==> config.mk <==
export PLATFORM = sky130hd
export DESIGN_NAME = data_mem_lsu_flat
export DESIGN_NICKNAME = d
export VERILOG_FILES = /design/src/rtl/data_mem_lsu_if.sv /design/src/rtl/data_mem_lsu.sv /design/src/flat_wrapper.sv
export SDC_FILE = /design/constraint.sdc
export NUM_CORES = 1
export LEC_CHECK = 0
export CELL_PAD_IN_SITES_DETAIL_PLACEMENT = 1
export CELL_PAD_IN_SITES_GLOBAL_PLACEMENT = 2
export CORE_ASPECT_RATIO = 0.9
export CORE_MARGIN = 2
export CORE_UTILIZATION = 24
export CTS_BUF_LIST = sky130_fd_sc_hd__clkbuf_8
export DETAILED_ROUTE_END_ITERATION = 6
export GPL_ROUTABILITY_DRIVEN = 0
export PLACE_DENSITY_LB_ADDON = 0.1
export SYNTH_ARGS = -nofsm -noshare
export SYNTH_HDL_FRONTEND = slang
export SYNTH_SLANG_ARGS = --single-unit
export TNS_END_PERCENT = 1
==> constraint.sdc <==
create_clock -name clk -period 1.7 [get_ports clk]
set_input_delay 0.51 -clock clk [delete_from_list [all_inputs] [get_ports clk]]
set_output_delay 0.51 -clock clk [all_outputs]
set_load 0.005 [all_outputs]
==> src/rtl/data_mem_lsu_if.sv <==
// data_mem_lsu_if: request/response handshake and data-memory port of the load/store unit
interface data_mem_lsu_if #(parameter int ADDR_W = 15);
  logic req_valid, req_ready, req_we, req_byte, req_signed;
  logic [ADDR_W-1:0] req_addr;
  logic [15:0] req_wdata;
  logic rsp_valid, rsp_ready, rsp_err;
  logic [15:0] rsp_rdata;
  logic mem_rb, mem_wb;
  logic [ADDR_W-1:0] mem_adrb;
  logic [15:0] mem_din, mem_dout;
  modport slave (
    input req_valid, req_we, req_byte, req_signed, req_addr, req_wdata, rsp_ready, mem_dout,
    output req_ready, rsp_valid, rsp_rdata, rsp_err, mem_rb, mem_wb, mem_adrb, mem_din
  );
  modport master (
    output req_valid, req_we, req_byte, req_signed, req_addr, req_wdata, rsp_ready, mem_dout,
    input req_ready, rsp_valid, rsp_rdata, rsp_err, mem_rb, mem_wb, mem_adrb, mem_din
  );
endinterface

==> src/rtl/data_mem_lsu.sv <==
// data_mem_lsu: load/store unit for the 16 kB data memory with byte-store read-modify-write
module data_mem_lsu #(
  parameter int ADDR_W = 15,
  parameter int MEM_BYTES = 16384
) (
  input logic clk,
  input logic rst,
  data_mem_lsu_if.slave bus
);
  typedef enum logic [2:0] {IDLE, ISSUE, WAIT, WRITE, RESP} state_t;
  state_t state, nxt;
  logic we, byt, sgn, err, legal, word_st;
  logic [ADDR_W-1:0] addr;
  logic [15:0] wdata, rdata;
  // a word also needs its second byte in range
  assign legal = ({1'b0, addr} + {{ADDR_W{1'b0}}, !byt}) < (ADDR_W+1)'(MEM_BYTES);
  assign word_st = we && !byt;
  always_ff @(posedge clk or posedge rst)
    if (rst) state <= IDLE;
    else state <= nxt;
  always_comb begin
    nxt = state;
    case (state)
      IDLE:    nxt = bus.req_valid ? ISSUE : IDLE;
      ISSUE:   nxt = (!legal || word_st) ? RESP : WAIT;
      WAIT:    nxt = we ? WRITE : RESP;
      WRITE:   nxt = RESP;
      RESP:    nxt = bus.rsp_ready ? IDLE : RESP;
      default: nxt = IDLE;
    endcase
  end
  always_comb begin
    bus.req_ready = state == IDLE && !rst;
    bus.rsp_valid = state == RESP;
    bus.mem_rb = state == ISSUE && legal && !word_st;
    bus.mem_wb = (state == ISSUE && legal && word_st) || state == WRITE;
    bus.mem_din = ((state == ISSUE && legal && word_st) || state == WRITE) ? wdata : '0;
  end
  assign bus.mem_adrb = addr;
  assign bus.rsp_rdata = rdata;
  assign bus.rsp_err = err;
  // wdata[15:8] doubles as the merge buffer for byte stores
  always_ff @(posedge clk or posedge rst)
    if (rst) begin
      {we, byt, sgn, err} <= '0;
      addr <= '0;
      wdata <= '0;
      rdata <= '0;
    end else if (state == IDLE && bus.req_valid) begin
      {we, byt, sgn} <= {bus.req_we, bus.req_byte, bus.req_signed};
      addr <= bus.req_addr;
      wdata <= bus.req_wdata;
      err <= 1'b0;
      rdata <= '0;
    end else if (state == ISSUE) begin
      err <= !legal;
    end else if (state == WAIT) begin
      if (we) wdata[15:8] <= bus.mem_dout[15:8];
      else rdata <= byt ? {{8{sgn & bus.mem_dout[7]}}, bus.mem_dout[7:0]} : bus.mem_dout;
    end
endmodule

==> src/flat_wrapper.sv <==
// flat-port wrapper written by rule: the top's interface ports become plain ports
module data_mem_lsu_flat 
#(
  parameter int ADDR_W = 15,
  parameter int MEM_BYTES = 16384
)
  (clk, rst, bus_req_valid, bus_req_we, bus_req_byte, bus_req_signed, bus_req_addr, bus_req_wdata, bus_rsp_ready, bus_mem_dout, bus_req_ready, bus_rsp_valid, bus_rsp_rdata, bus_rsp_err, bus_mem_rb, bus_mem_wb, bus_mem_adrb, bus_mem_din);
  data_mem_lsu_if #(.ADDR_W(ADDR_W)) bus_i ();
  input logic clk;
  input logic rst;
  input wire logic [$bits(bus_i.req_valid)-1:0] bus_req_valid;
  input wire logic [$bits(bus_i.req_we)-1:0] bus_req_we;
  input wire logic [$bits(bus_i.req_byte)-1:0] bus_req_byte;
  input wire logic [$bits(bus_i.req_signed)-1:0] bus_req_signed;
  input wire logic [$bits(bus_i.req_addr)-1:0] bus_req_addr;
  input wire logic [$bits(bus_i.req_wdata)-1:0] bus_req_wdata;
  input wire logic [$bits(bus_i.rsp_ready)-1:0] bus_rsp_ready;
  input wire logic [$bits(bus_i.mem_dout)-1:0] bus_mem_dout;
  output wire logic [$bits(bus_i.req_ready)-1:0] bus_req_ready;
  output wire logic [$bits(bus_i.rsp_valid)-1:0] bus_rsp_valid;
  output wire logic [$bits(bus_i.rsp_rdata)-1:0] bus_rsp_rdata;
  output wire logic [$bits(bus_i.rsp_err)-1:0] bus_rsp_err;
  output wire logic [$bits(bus_i.mem_rb)-1:0] bus_mem_rb;
  output wire logic [$bits(bus_i.mem_wb)-1:0] bus_mem_wb;
  output wire logic [$bits(bus_i.mem_adrb)-1:0] bus_mem_adrb;
  output wire logic [$bits(bus_i.mem_din)-1:0] bus_mem_din;
  assign bus_i.req_valid = bus_req_valid;
  assign bus_i.req_we = bus_req_we;
  assign bus_i.req_byte = bus_req_byte;
  assign bus_i.req_signed = bus_req_signed;
  assign bus_i.req_addr = bus_req_addr;
  assign bus_i.req_wdata = bus_req_wdata;
  assign bus_i.rsp_ready = bus_rsp_ready;
  assign bus_i.mem_dout = bus_mem_dout;
  assign bus_req_ready = bus_i.req_ready;
  assign bus_rsp_valid = bus_i.rsp_valid;
  assign bus_rsp_rdata = bus_i.rsp_rdata;
  assign bus_rsp_err = bus_i.rsp_err;
  assign bus_mem_rb = bus_i.mem_rb;
  assign bus_mem_wb = bus_i.mem_wb;
  assign bus_mem_adrb = bus_i.mem_adrb;
  assign bus_mem_din = bus_i.mem_din;
  data_mem_lsu #(.ADDR_W(ADDR_W), .MEM_BYTES(MEM_BYTES)) u_core (.clk(clk), .rst(rst), .bus(bus_i));
endmodule
### After elaboration in Yosys (flattened, before gate mapping)

Cells that the tools add are included.

| word-level totals | value |
|---|---|
| logic and storage cells | 53 |
| bits in read-only memories | 0 |
| memories kept | 0 |
| bits in latches | 0 |
| input bits | 54 |
| output and inout bits | 52 |
| register bits after elaboration | 54 |
| bits in writable memories | 0 |

| operators by class | value |
|---|---|
| order comparisons | 1 |
| reductions and logical operators | 18 |
| add/sub/neg operators | 1 |
| div/mod/pow operators | 0 |
| $mul | 0 |
| shift-type cells | 0 |
| bitwise logic cells | 1 |
| equality and inequality tests | 6 |
| multiplexer cells | 17 |

Operators by type and width:

| cell | count |
|---|---|
| 16-bit two-way mux | 6 |
| 8-bit two-way mux | 4 |
| 15-bit by 1-bit adder with 16-bit output | 1 |
| 16-bit by 15-bit < comparator with 1-bit output (second input constant) | 1 |
| 3-bit one-hot mux with 5 select lines | 1 |
| 3-bit two-way mux | 3 |
| 3-bit by 2-bit == test with 1-bit output (second input constant) | 2 |
| 1-bit logical AND | 6 |
| 3-bit AND reduction | 2 |
| 2-bit nonzero test | 3 |
| 1-bit zero test | 4 |
| 2-bit inequality test (second input constant) | 2 |
| 3-bit by 1-bit == test with 1-bit output (second input constant) | 1 |
| 3-bit == test (second input constant) | 1 |
| 3-bit zero test | 1 |
| 1-bit two-way mux | 3 |
| 1-bit logical OR | 2 |
| 1-bit AND | 1 |

### Logic depth before layout (Yosys ltp)

Gate-level depths: netlist (run 1).

| logic depth | value |
|---|---|
| depth after elaboration | 7 |
| mapped depth | 6 |
| depth with buffers taken out | 3 |

### Worst setup path after synthesis (run 1)

Ideal clock, no wire load.

| timing path | value |
|---|---|
| kind | reg2out |
| start | reg u_core.state[2] |
| end | out bus_mem_din[10] |
| path buffers | 2 |
| data required time | 1190 ps |
| data arrival time | 1351 ps |
| setup slack | -161 ps |
| stages on the path, launching flop included | 6 |
| cells stage by stage | dfrtp_1 buf_4 nor3b_2 nand2_2 buf_6 o41ai_1 |

| on the way | value |
|---|---|
| longest elaborated chain between the ends | 5 |
| elaborated cells on any way between the ends | 6 |
| those cells by class | eq/ne: 2; mux: 1; reduce/logical: 3 |

RTL lines:

| what | line | text |
|---|---|---|
| start, declared | data_mem_lsu.sv:11 | `state_t state, nxt;` |
| start signal, assigned | data_mem_lsu.sv:20 | `else state <= nxt;` |
| 3-bit by 1-bit == test with 1-bit output | data_mem_lsu.sv:37 | `bus.mem_din = ((state == ISSUE && legal && word_st) \|\| state == WRITE) ? wdata : '0;` |
| 1-bit logical AND (2 in a row) | data_mem_lsu.sv:37 |  |
| 1-bit logical OR * | data_mem_lsu.sv:37 |  |
| 16-bit two-way mux * | data_mem_lsu.sv:37 |  |
| end, declared | flat_wrapper.sv:26 | `output wire logic [$bits(bus_i.mem_din)-1:0] bus_mem_din;` |

Every way passes the cells marked *; elsewhere a longest branch is shown, timed or not.

### Worst setup path in the final report (run 1)

| timing path | value |
|---|---|
| start | reg u_core.byt |
| end | out bus_mem_rb |

| on the way | value |
|---|---|
| longest elaborated chain between the ends | 5 |
| elaborated cells on any way between the ends | 7 |
| those cells by class | add/sub: 1; order compare: 1; reduce/logical: 5 |

RTL lines:

| what | line | text |
|---|---|---|
| start, declared | data_mem_lsu.sv:12 | `logic we, byt, sgn, err, legal, word_st;` |
| start signal, assigned | data_mem_lsu.sv:50 | `{we, byt, sgn} <= {bus.req_we, bus.req_byte, bus.req_signed};` |
| 1-bit zero test * | data_mem_lsu.sv:16, data_mem_lsu.sv:17 |  |
| 15-bit by 1-bit adder with 16-bit output | data_mem_lsu.sv:16 | `assign legal = ({1'b0, addr} + {{ADDR_W{1'b0}}, !byt}) < (ADDR_W+1)'(MEM_BYTES);` |
| 16-bit by 15-bit < comparator with 1-bit output | data_mem_lsu.sv:16 |  |
| 1-bit logical AND | data_mem_lsu.sv:35 | `bus.mem_rb = state == ISSUE && legal && !word_st;` |
| 1-bit logical AND * | data_mem_lsu.sv:35 |  |
| end, declared | flat_wrapper.sv:23 | `output wire logic [$bits(bus_i.mem_rb)-1:0] bus_mem_rb;` |

Marked as above.

==> results of run 1 <==
cells in the final DEF (no fill, tap or decap), drive strengths merged, types with 10 or more instances in the layout:
master / count
buf: 80
nand2: 20
o41ai: 17
dlygate4sd2: 28
nand3: 17
mux2: 18
nor2: 10
o21ai: 17
clkdlybuf4s50: 53
inv: 18
dfrtp: 54
cells by family (layout without fill, tap and decap cells):
logic type	count (synthesis)	after routing	synth area share (%)
AO/OA/AOI/OAI	57	57	16.8
multiplexers	26	26	10.8
buffers and inverters	38	194	6.78
flip-flops	54	54	51.6
AND/OR/NAND/NOR	65	65	14.0
power breakdown:
| part | internal (mW) | switching [mW] | leakage (nW) |
|---|---|---|---|
| registers | 1.91 | 0.353 | 0.680 |
| logic | 2.14 | 1.74 | 1.45 |
| clock network | 0.435 | 0.439 | 0.0556 |
| total | 4.48 | 2.53 | 2.19 |
registers in the layout, summed over array words and instances, names as in the netlist:
register	count
u_core.bus.mem_adrb	15
u_core.bus.rsp_err	1
u_core.bus.rsp_rdata	16
u_core.byt	1
u_core.sgn	1
u_core.state	3
u_core.wdata	16
u_core.we	1
synth_stat cells:
cell type,count
mux2_1,17
buf_4,6
o21ba_2,1
o31a_1,1
a21bo_2,1
nand2_1,19
buf_6,1
a2111o_1,1
o21ai_0,16
nor4b_1,1
inv_1,18
o41ai_1,17
mux2_2,1
nand4_1,2
buf_1,1
mux2i_1,8
nand2b_1,1
or2_2,1
nor2_1,10
nand2_2,1
and2b_1,1
and4bb_2,1
o31ai_1,1
nor3b_1,1
a2bb2oi_1,1
a22o_1,8
a21oi_1,1
nand4b_1,1
nor2b_1,3
dfrtp_1,54
nor4_1,3
o2bb2ai_1,8
clkbuf_1,8
nor4b_4,2
nor3b_2,1
buf_2,4
nand3_1,17
o21ai_2,1
layout make-up:
class	count	area share (%)
tap	133	3.69
clock inverter	3	0.915
multi-input combinational	148	28.0
clock buffer	5	1.53
timing repair buffer	168	34.3
inverter	18	1.58
sequential	54	30.0
worst max-delay path by stage:
stage / startpoint / endpoint / slack [ps] / cells after the start
4_1_cts: u_core.byt / bus_mem_din[13] / -610 / 8
5_1_grt: u_core.byt / bus_mem_rb / -740 / 8
3_3_place_gp: u_core.byt / bus_mem_din[15] / -700 / 5
2_1_floorplan: u_core.byt / bus_mem_din[0] / -110 / 4
6_report: u_core.byt / bus_mem_rb / -590 / 8
3_5_place_dp: u_core.state[2] / bus_mem_din[15] / -710 / 5
metal layers:
layer	track usage [%]	up-vias	part of all wire (%)
met2	24.9	61	46
met4	3.56	0	0.61
met5	0	-	0
met3	3.76	5	5.5
met1	21.6	1219	48
li1	-	1179	-
repair_timing:
action / 4_1_cts / 5_1_grt
setup buffers: 4 / 0
gates resized for setup: 119 / 13
gates cloned: 1 / 0
endpoints found under the setup margin: 48 / 34
pin swaps: 2 / 0
metrics by stage:
stage,cell area (um2),utilization (%),hold slack [ps],power (mW)
4_1_cts,4480,41.8,507,7.11
5_1_grt,4510,42.1,523,7.61
3_5_place_dp,4330,40.4,477,6.35
3_3_place_gp,4330,40.4,468,6.28
6_report,4510,42.1,501,7.01
2_1_floorplan,2690,-,459,3.93
==> impl_results.md, run 1 <==
- Post-synth cell types: 38
- Port Buffers: 105
- FF+latch area: 0.00135 mm2
- Die area: 0.0118 mm2
- Peak supply drop: 579 uV
- Worst R2R End: u_core.bus.mem_adrb[13]
- Critical Path, Cell by Cell: buf_6 > nand4b_1 > nor4_4 > buf_4 > buf_8 > nor4_2 > buf_4 > buf_2
- Fmax: 0.437 GHz
- Area share of the largest cell type after synthesis: 51.6%
- Hold-fix buffers, CTS: 0
- Iteration-0 DRC Markers: 85
- Ranking of synthesized cells by area: dfrtp_1 52%, mux2_1 7.3%, o41ai_1 5.7%
- Min-Delay Path Depth: 1
- Crit path max-delay family: buffers and inverters
- Clock Latency Late Sink: 310 ps
- H-tree depth: 2
- Part of the cycle the worst path needs: 135%
- Max-slew violations: 0
- Vias/cell: 4.66
- N_diodes: 0
- Filler cells: 1220
- Min Tclk post-route: 2290 ps
- Peak fanout along the critical path: 7
- Worst hold path class: flop to flop
- RSZ-0062 raised after global routing: true
- Fraction of layout cells with a size suffix above 1: 30.3%
- #FFs+latches synth: 54
- DRC viols: 0
- CTS Root Cell: clkbuf_8
- Clock sinks: 54
- Crit-path slowest cell: dfrtp_1
- Via count: 2464
- Vias in the first global route: 2653
- Bufs and invs on worst path: 5
- Total gr overflow: 0
- Required @ worst endpoint: 1190 ps
- Core ar.: 0.0107 mm2
- Final setup vio count: 20
- R2r setup slk: 70 ps
- Post-Syn Nets: 294
- Clk slew on worst S/H paths: 110 ps
- Max Buffers Root-to-Sink: 2
- Die width: 114 um
- Largest area contributor in the netlist: dfrtp_1
- Failing checks: setup timing
- CP endpoint kind: primary output
- Largest stage delay on the critical path: 410 ps
- CP most frequent cell: buf_4
- Worst EP arrival: 1780 ps
- # IOs: 106
- Nets: 449
- Post-route setup slack: -591 ps
- Pin count of the biggest net entering global routing: 27
- Worst r2r path cells: 4
- Clk_skew: 11.8 ps
- Total CTS buffers: 5
- GR Util All Layers: 15.6%
- Hold Vio Cnt, Final: 0
- DIE HEIGHT: 103 um
- Mapped Cells: 240
- Cells after DPL: 516
- Leak: 2.19 nW
- Wire per inst: 16.3 um
- Footprint of the multi-input gates: 0.00126 mm2
- CTS tree: built
- Setup CP Type: flop to primary output
- Slew margin rel.: 80.0%
- Syn avg cell area: 10.9 um2
- Sum Neg Setup Slack: -10360 ps
- CP Launch Type: flop
- P per Cell Area: 1550 mW/mm2
- Hold path endpoint: u_core.bus.rsp_rdata[15]
- Max_cap viols: 0
- Area Growth Syn to Fin: 72.3%
- Post-Synthesis Cell Area: 0.00262 mm2
- Row cnt: 36
- DRT Pass-1 Iters: 4
- Initial antenna violation count: 0
- DPL Wire Length: 6190 um
- Initial Utilization: 24.4%
- Ys Warns: 0
- Post-route insts no fill: 529
- First-pass GRT wire length: 14200 um
- Worst-margin pin slew: 297 ps
- Routed WL: 8620 um
- Hold Path Origin: u_core.bus.rsp_rdata[15]
- Critical R2R Launch: u_core.state[0]
- Outcome: complete, but fails checks
- Place WS: -711 ps
- Seq/Total Area, Yosys: 51.6%
- Post-route ant nets: 0
Note: power is estimated with default switching activity, not from simulation.
==> run 2: changes to the inputs <==
==> constraint.sdc (replaced) <==
create_clock -name clk -period 1.7 [get_ports clk]
set_input_delay 0.255 -clock clk [delete_from_list [all_inputs] [get_ports clk]]
set_output_delay 0.255 -clock clk [all_outputs]
set_load 0.005 [all_outputs]
==> run 2 against run 1 <==
Critical path type unchanged. Wire length shrank 0.97%. Worst hold slack lost 48 ps. Register-to-register slack is essentially flat. Combinational power is essentially flat. The run still ends with setup timing left. Clock power shrank 7.0%. Power shrank 0.35%. Critical path depth shrank 1. Core utilization shrank 0.95 points. Sequential power is essentially flat. Worst setup slack gained 220 ps. First-iteration DRC count shrank 35%.
==> impl_results.md, run 2 (synthesis gave the netlist of run 1 again) <==
- Wire per inst: 16.4 um (+0.55%)
- Clk pwr share: 11.6% (-0.9 points)
- Worst-margin pin slew: 569 ps (+272 ps)
- Most common cell after layout, fill and taps aside: clkdlybuf4s50_1
- Max_cap viols: 0 (unchanged)
- Initial Utilization: 24.4% (unchanged)
- Sum Neg Setup Slack: -6180 ps (+4170 ps)
- Via count: 2412 (-2.1%)
- GR Util All Layers: 15.0% (-0.57 points)
- Comb pwr share: 55.9% (+0.6 points)
- Final core utilization: 41.1% (-0.95 points)
- Failing checks: setup timing
- Max-slew violations: 0 (unchanged)
- Iteration-0 DRC Markers: 55 (-35%)
- Port Buffers: 105 (unchanged)
- Fmax: 0.482 GHz (+11%)
- First-pass GRT wire length: 13700 um (-3.5%)
- Worst r2r path cells: 4 (unchanged)
- CTS tree: built
- P per Cell Area: 1580 mW/mm2 (+1.9%)
- Sequential share of power: 32.5% (+0.3 points)
- Clock Latency Late Sink: 320 ps (about the same)
- Vias in the first global route: 2650 (-0.11%)
- Total CTS buffers: 5 (unchanged)
- Max Buffers Root-to-Sink: 2 (unchanged)
- Die area: 0.0118 mm2 (unchanged)
- CP Launch Type: flop
- GRT met3 Usage: 4.29% (+0.53 points)
- Clk slew on worst S/H paths: 120 ps (about the same)
- Required @ worst endpoint: 1440 ps (+250 ps)
- DRC viols: 0 (unchanged)
- Initial antenna violation count: 0 (unchanged)
- Pin count of the biggest net entering global routing: 55 (+100%)
- Post-route ant nets: 0 (unchanged)
- Worst EP arrival: 1820 ps (+40 ps)
- Post-route setup slack: -373 ps (+218 ps)
- H-tree depth: 2 (unchanged)
- Peak supply drop: 617 uV (+6.5%)
- Critical R2R Launch: u_core.state[2]
- Slew margin rel.: 61.6% (-18 points)
- Die width: 114 um (unchanged)
- Outcome: complete, but fails checks
- Place WS: -482 ps (+230 ps)
- Nets: 441 (-1.8%)
- Bufs and invs on worst path: 4 (-1)
- Core ar.: 0.0107 mm2 (unchanged)
- Cells after DPL: 507 (-1.7%)
- Largest stage delay on the critical path: 410 ps (about the same)
- CP endpoint kind: primary output
- Setup CP Type: flop to primary output
- Clock sinks: 54 (unchanged)
- Routed WL: 8540 um (-0.97%)
- Total gr overflow: 0 (unchanged)
- Sw power: 2.55 mW (+0.57%)
- # IOs: 106 (unchanged)
- Worst setup path start: u_core.byt
- Worst path depth: 7 (-1)
- N_diodes: 0 (unchanged)
- Final setup vio count: 18 (-10%)
- DPL Wire Length: 6070 um (-1.8%)
- RSZ-0062 raised after global routing: true
- Sw frac: 36.4% (+0.33 points)
- Pint: 4.44 mW (-0.86%)
- Critical Path, Cell by Cell: buf_6 > nand4b_1 > nor4_4 > buf_4 > buf_6 > o41ai_2 > buf_2
- GRT busiest layer: met2
- Post-route insts no fill: 521 (-1.5%)
- Worst hold path class: input port to async pin
- Row cnt: 36 (unchanged)
- Peak fanout along the critical path: 8 (+1)
- CP Capture Point: bus_mem_din[10]
- Clk_skew: 13.2 ps (+1.40 ps)
- Worst R2R End: u_core.bus.mem_adrb[12]
- DRT Pass-1 Iters: 4 (unchanged)
- Crit path max-delay family: buffers and inverters
- Min Tclk post-route: 2070 ps (-218 ps)
- Tot Pwr: 6.99 mW (-0.35%)
- Hold Vio Cnt, Final: 0 (unchanged)
- DIE HEIGHT: 103 um (unchanged)
- Leak: 1.98 nW (-9.5%)
- Vias/cell: 4.63 (-0.61%)
- R2r setup slk: 70 ps (about the same)
- Met2 global-route usage: 25.4% (+0.50 points)
- Fraction of layout cells with a size suffix above 1: 28.6% (-1.7 points)
- Hold-fix buffers, CTS: 0 (unchanged)
- Commonest non-fill, non-tap cells in the layout: 84 x clkdlybuf4s50_1, 54 x dfrtp_1, 42 x buf_4, 19 x nand2_1, 18 x buf_2
- CP most frequent cell: buf_6
- Part of the cycle the worst path needs: 122% (-13 points)
- CTS Root Cell: clkbuf_8
- Crit-path slowest cell: dfrtp_1
- Area Growth Syn to Fin: 68.4%
- Grt met1 use: 19.2% (-2.3 points)
## run 2: worst min-delay path by stage
stage                             start  slack, ps  depth (start not counted)                        to
2_1_floorplan          bus_req_wdata[0]        370                          2           u_core.wdata[0]
3_3_place_gp                 u_core.sgn        470                          1                u_core.sgn
3_5_place_dp   u_core.bus.rsp_rdata[14]        480                          1  u_core.bus.rsp_rdata[14]
4_1_cts                             rst        440                          4   u_core.bus.rsp_rdata[6]
5_1_grt                             rst        490                          4   u_core.bus.rsp_rdata[6]
6_report                            rst        450                          4   u_core.bus.rsp_rdata[4]
## run 2: cell type report
| cell class | count | area (um2) |
|---|---|---|
| clock buffer | 6 | 82.6 |
| clock inverter | 2 | 16.3 |
| fill | 1195 | 6310 |
| inverter | 18 | 67.6 |
| multi-input combinational | 148 | 1260 |
| sequential | 54 | 1350 |
| tap | 133 | 166 |
| timing repair buffer | 160 | 1460 |
## run 2: routing by layer
layer,up-vias,routed length [um]
li1,1164,-
met1,1183,3840
met2,61,4110
met3,4,539
met4,0,47
met5,-,0
## run 2: power groups by stage
stage	logic [mW]	clock network [mW]	registers (mW)
2_1_floorplan	1.57	0	2.30
3_3_place_gp	3.74	0	2.26
3_5_place_dp	3.79	0	2.29
4_1_cts	3.86	0.856	2.28
5_1_grt	4.33	0.901	2.36
6_report	3.91	0.813	2.27
## run 2: repair_timing
action,4_1_cts,5_1_grt
setup endpoints to repair,20,40
gates resized for setup,99,16
pin swaps,2,1
buffers inserted,8,0
## run 2: through the flow
| stage | hold slack (ps) | cell area [um2] |
|---|---|---|
| floorplan | 372 | 2620 |
| global placement | 472 | 4150 |
| detailed placement | 481 | 4150 |
| CTS | 443 | 4310 |
| global route | 488 | 4410 |
| finish | 453 | 4410 |
## run 2: worst reg2reg max path, cell delays in order, from the launching register on
cell and delay [ps]:
dfrtp_1 410, buf_4 190, nor4b_4 330, buf_12 230, mux2_1 360
